==> src/rtl/clk_gen.sv <==
// clk_gen: programmable 50%-duty clock divider with rise/fall tick strobes and a period counter.
// Optional CLK_GATE_EN adds a hold input that parks clk_out low between periods.
module clk_gen #(
  parameter int unsigned DIV_WIDTH   = 8,
  parameter int unsigned DEFAULT_DIV = 4,
  parameter int unsigned PCNT_WIDTH  = 16
) (
  input  logic                  clk,
  input  logic                  rst,
  input  logic                  en,
  input  logic                  load,
  input  logic [DIV_WIDTH-1:0]  div,
`ifdef CLK_GATE_EN
  input  logic                  hold,
`endif
  output logic                  clk_out,
  output logic                  rise_tick,
  output logic                  fall_tick,
  output logic                  cfg_pending,
  output logic [PCNT_WIDTH-1:0] periods
);

  logic [DIV_WIDTH-1:0]  r_cnt;
  logic [DIV_WIDTH-1:0]  r_div_q;
  logic [DIV_WIDTH-1:0]  r_div_pend;
  logic                  r_pend;
  logic                  r_clk_out;
  logic                  r_rise;
  logic                  r_fall;
  logic [PCNT_WIDTH-1:0] r_periods;

  logic w_wrap;
  logic w_freeze;

  assign w_wrap = (r_cnt == r_div_q);

`ifdef CLK_GATE_EN
  // The high phase always runs to completion; hold only parks the low phase.
  assign w_freeze = hold & ~r_clk_out;
`else
  assign w_freeze = 1'b0;
`endif

  always_ff @(posedge clk) begin
    if (!rst) begin
      r_cnt      <= '0;
      r_div_q    <= DIV_WIDTH'(DEFAULT_DIV);
      r_div_pend <= '0;
      r_pend     <= 1'b0;
      r_clk_out  <= 1'b0;
      r_rise     <= 1'b0;
      r_fall     <= 1'b0;
      r_periods  <= '0;
    end else begin
      r_rise <= 1'b0;
      r_fall <= 1'b0;
      if (en) begin
        if (w_freeze) begin
          // Restart the low phase so release yields a full div_q+1 low half-period.
          r_cnt <= '0;
        end else if (w_wrap) begin
          r_cnt     <= '0;
          r_clk_out <= ~r_clk_out;
          if (!r_clk_out) begin
            r_rise    <= 1'b1;
            r_periods <= r_periods + 1'b1;
            if (r_pend) begin
              r_div_q <= r_div_pend;
              r_pend  <= 1'b0;
            end
          end else begin
            r_fall <= 1'b1;
          end
        end else begin
          r_cnt <= r_cnt + 1'b1;
        end
        // A load coinciding with a rise becomes pending for the following period.
        if (load) begin
          r_div_pend <= div;
          r_pend     <= 1'b1;
        end
      end else if (load) begin
        r_div_q <= div;
        r_cnt   <= '0;
      end
    end
  end

  assign clk_out     = r_clk_out;
  assign rise_tick   = r_rise;
  assign fall_tick   = r_fall;
  assign cfg_pending = r_pend;
  assign periods     = r_periods;

endmodule

==> config.mk <==
export PLATFORM = sky130hd
export DESIGN_NAME = clk_gen
export DESIGN_NICKNAME = d
export VERILOG_FILES = /design/src/rtl/clk_gen.sv
export SDC_FILE = /design/constraint.sdc
export NUM_CORES = 1
export LEC_CHECK = 0
export ABC_AREA = 1
export CAP_MARGIN = 20
export CORE_AREA = 2 2 94 96
export CTS_BUF_LIST = sky130_fd_sc_hd__clkbuf_4
export DETAILED_ROUTE_END_ITERATION = 6
export DIE_AREA = 0 0 96 98
export PLACE_DENSITY = 0.57
export SLEW_MARGIN = 20
export SYNTH_ARGS = -nofsm -noshare
export SYNTH_HDL_FRONTEND = slang
export SYNTH_SLANG_ARGS = --single-unit
export TNS_END_PERCENT = 10
==> constraint.sdc <==
create_clock -name clk -period 4.05 [get_ports clk]
set_input_delay 0.405 -clock clk [delete_from_list [all_inputs] [get_ports clk]]
set_output_delay 0.405 -clock clk [all_outputs]
set_load 0.01 [all_outputs]
* Yosys cells after proc, flatten, opt, wreduce, memory -nomap -nowiden *
Index checks and enable logic that the tools add are counted.

storage, ports and cells
  bits in registers = 44
  output and inout bits = 20

operators by class
  $add $sub $neg = 2
  eq/ne operators = 5
  mux-type cells = 13
  bitwise operators = 1
  reduce and logical (&&, ||, !) cells = 8

operators with widths
  cell                                                             count
  8-bit 2-to-1 mux                                                 8
  16-bit by 1-bit adder with 16-bit output, second input constant  1
  3-bit AND reduction                                              3
  8-bit by 1-bit adder with 8-bit output, second input constant    1
  8-bit == test                                                    1
  1-bit 2-to-1 mux                                                 5
  2-bit by 1-bit != test with 1-bit output, second input constant  2
  2-bit != test, second input constant                             2
  2-bit AND reduction                                              2
  4-bit AND reduction                                              1
  2-bit nonzero test                                               2
  1-bit NOT                                                        1

* Depth between registers and ports, before layout *
  depth after elaboration = 4
  depth in mapped cells = 13
  depth with buffers taken out = 12

* Worst setup path before layout *
OpenSTA, ideal clock, no wires.

  path kind = reg-to-reg
  start point = reg r_periods[0], in the netlist periods[0]
  end point = reg r_periods[12], in the netlist periods[12]
  library setup time = 0.132 ns
  data arrival time = 1.310 ns
  required time = 3.918 ns
  setup slack = 2.608 ns
  stages on the path, launching flop included = 9
  cells stage by stage = dfxtp_1 -> ha_1 -> nand2_1 -> nor2_1 -> nand3_1 -> nand2_1 -> nand2_1 -> nand4_1 -> a21oi_1

between the ends
  longest elaborated chain between the ends = 1

ends and longest elaborated chain
  what                                      RTL line  RTL
  start, declared                           30        logic [PCNT_WIDTH-1:0] r_periods;
  start signal, assigned                    66        r_periods <= r_periods + 1'b1;
  16-bit by 1-bit adder with 16-bit output  66

Every way passes these cells.
A chain may end at the register's enable or synchronous reset.

* Worst setup path in the final report *
  start point = in en
  end point = reg r_cnt[4]

between the ends
  longest elaborated chain between the ends = 1
  elaborated cells on any way between the ends = 2

ends and longest elaborated chain
  what                                                    RTL line  RTL
  start, declared                                         10        input logic en,
  8-bit 2-to-1 mux or 2-bit nonzero test (tied branches)  --
  end signal, assigned                                    75        r_cnt <= r_cnt + 1'b1;
  end, declared                                           23        logic [DIV_WIDTH-1:0] r_cnt;

Parallel ways exist; a longest one is shown, timed or not.

==> results_dict.tcl <==
set metrics [dict create \
    outcome "finished, final reports clean" \
    design_power_total_uw 788 \
    vias 2386 \
    ctsResizeCount 0 \
    dp_hpwl_um 4260 \
    area_growth_pct 17.3 \
    drtPass1Iterations 4 \
    die_x_um 96 \
    grt_max_degree 25 \
    clockBufferDepth 2 \
    portBuffers 31 \
    relSlewSlack_pct 39.4 \
    post-cts-setup-buffer-count 0 \
    reg2reg_from "r_cnt[5]" \
    tightest_slew_ps 906 \
    synth_area_leaders "dfxtp_1 36%, nand2_1 20%, nor2_1 7.0%" \
    drive_gt1_share_pct 6.49 \
    track_usage_pct 13.8 \
    drt_iter0_drc 200 \
    required_ps 4340 \
    wl_per_cell_um 11.6 \
    min_to "cfg_pending" \
    worstHoldStart "cfg_pending" \
    p_leak_uw 0.00114 \
    hold_violations 0 \
    cts_buffers 5 \
    synth_common_cells "131 x nand2_1, 46 x nor2_1, 44 x dfxtp_1" \
    synth_enable_flop_cells 0 \
    hold_class "reg -> reg" \
    power_density_nw_per_um2 273 \
    max_freq_mhz 454 \
    r2r-end "periods[1]" \
    fillerInstances 892 \
    postSynthCellCount 390 \
    nets 429 \
    cts_tree "yes" \
    synth-seq-area-share_pct 35.8 \
    die_area_sq_um 9410 \
    yosys.area.top_type_share_pct 35.8 \
    avgSynthCellArea_sq_um 6.30 \
    r2r_cells 9 \
    rows 34 \
    yosysTopAreaCell "dfxtp_1" \
    fp.coreArea_sq_um 8470 \
    cap_violations 0 \
    initial_utilization_pct 29.0 \
    cp.arrival_ps 2490 \
    antenna_cells 0 \
    fin_skew_ps 11.5 \
    cts.clk_slew.worst_paths_ps 140 \
    antenna_found_initial 0 \
    rsz0062_at_grt "false" \
    peakVddDrop_mv 0.141 \
    cp_max_fo 21 \
    grt_pass1_vias 2240 \
    period_share_pct 54.4 \
    holdPathStages 2 \
    synth_nets 404 \
    ys_warn_count 0 \
    synth_flop_cell "dfxtp_1" \
    fin_util_pct 34.0 \
    routed_wl_um 6080 \
    gp_congestion 0.888 \
    cts_root_buf "clkbuf_4" \
    startpoint_type "input pin" \
    overflow 0 \
    ys_ff_latch 44 \
    setup_viol 0 \
    min_period_ps 2200 \
    drc 0 \
    worstSkewPairLatency_ps 360 \
    dieHeight_um 98 \
    finalSetupTns_ps 0 \
    ctsHoldBuffers 0 \
    end_kind "flop" \
    crit_type "in -> reg" \
    syn_area_sq_um 2460 \
    drv_slew 0 \
    ant_nets 0 \
    synth-async-reset-ratio_pct 0 \
    grt_pass1_wl_um 10500 \
    synth.most_common_cell "nand2_1" \
    pin_count 32 \
    cts.htree.levels 2 \
    synth_cell_type_count 24 \
    r2r_setup_slack_ps 2060 \
    viasPerCell 4.55 \
    cts_sinks 44 \
]
==> stage by stage <==
stage | instance area, sq um | hold slack [ps] | cells | worst slack [ps]
after floorplan | 2460 | 451 | 390 | 2610
after global placement | 2830 | 466 | 516 | 1560
after detailed placement | 2830 | 476 | 516 | 1540
after CTS | 2880 | 499 | 524 | 1920
after global routing | 2880 | 529 | 524 | 1720
final | 2880 | 498 | 524 | 1850
==> worst max-delay path by stage <==
| stage | from | end | cells past startpoint |
|---|---|---|---|
| global placement | en | r_cnt[4] | 5 |
| floorplan | periods[0] | periods[12] | 8 |
| finish | en | r_cnt[4] | 5 |
| global route | en | r_cnt[4] | 5 |
| CTS | en | r_cnt[4] | 5 |
| detailed placement | en | r_cnt[4] | 5 |
==> area by class of cell <==
cell class,count,area (sq um),share of cell area [%]
Multi-Input combinational cell,291,1340,46.6
Sequential cell,44,881,30.6
Timing Repair Buffer,32,318,11.0
Inverter,41,154,5.34
Tap cell,108,135,4.69
Clock buffer,5,37.5,1.30
Clock inverter,3,13.8,0.478
==> critical path: stages <==
cell and delay (ps):
clkdlybuf4s50_1 1060, inv_1 230, nor2_1 470, o21ai_0 170, a21oi_1 150
==> cell families after synthesis <==
| logic type | synth area share, % |
|---|---|
| buffers and inverters | 9.52 |
| XOR/XNOR | 2.49 |
| AND/OR/NAND/NOR | 40.6 |
| flip-flops | 35.8 |
| AO/OA/AOI/OAI | 10.5 |
| adder cells (fa/ha/maj) | 1.02 |
==> metal layers <==
metal	wire [um]	part of all wire, %	GRT usage [%]
met5	0	0	0
met4	104	1.7	4.62
met3	213	3.5	2.47
met2	2570	42	20.3
met1	3190	53	20.3
==> flip-flops by register name (all words and copies together) (netlist names) <==
signal	count
periods	16
r_cnt	8
r_div_pend	8
r_div_q	8
cfg_pending	1
clk_out	1
fall_tick	1
rise_tick	1
==> power by group <==
part | total (uW) | switching [uW] | internal, uW | leakage, uW
Sequential | 460 | 11.3 | 449 | 0.000358
Combinational | 118 | 75.3 | 42.4 | 0.000752
Clock | 210 | 146 | 64.0 | 0.0000324
Total | 788 | 233 | 555 | 0.00114
==> cell usage in the layout (no fill, tap or decap) <==
| master | count |
|---|---|
| a21oi_1 | 30 |
| a21oi_2 | 1 |
| buf_4 | 1 |
| clkbuf_4 | 5 |
| clkdlybuf4s50_1 | 31 |
| clkinv_1 | 2 |
| clkinv_2 | 2 |
| dfxtp_1 | 44 |
| ha_1 | 2 |
| inv_1 | 33 |
| inv_2 | 7 |
| nand2_1 | 131 |
| nand2_2 | 6 |
| nand3_1 | 18 |
| nand3_2 | 1 |
| nand3b_1 | 2 |
| nand4_1 | 21 |
| nor2_1 | 46 |
| nor2_2 | 3 |
| nor2_8 | 1 |
| nor3_1 | 2 |
| o21ai_0 | 20 |
| xnor2_1 | 2 |
| xor2_1 | 5 |
Power figures use the tool's default switching activity.
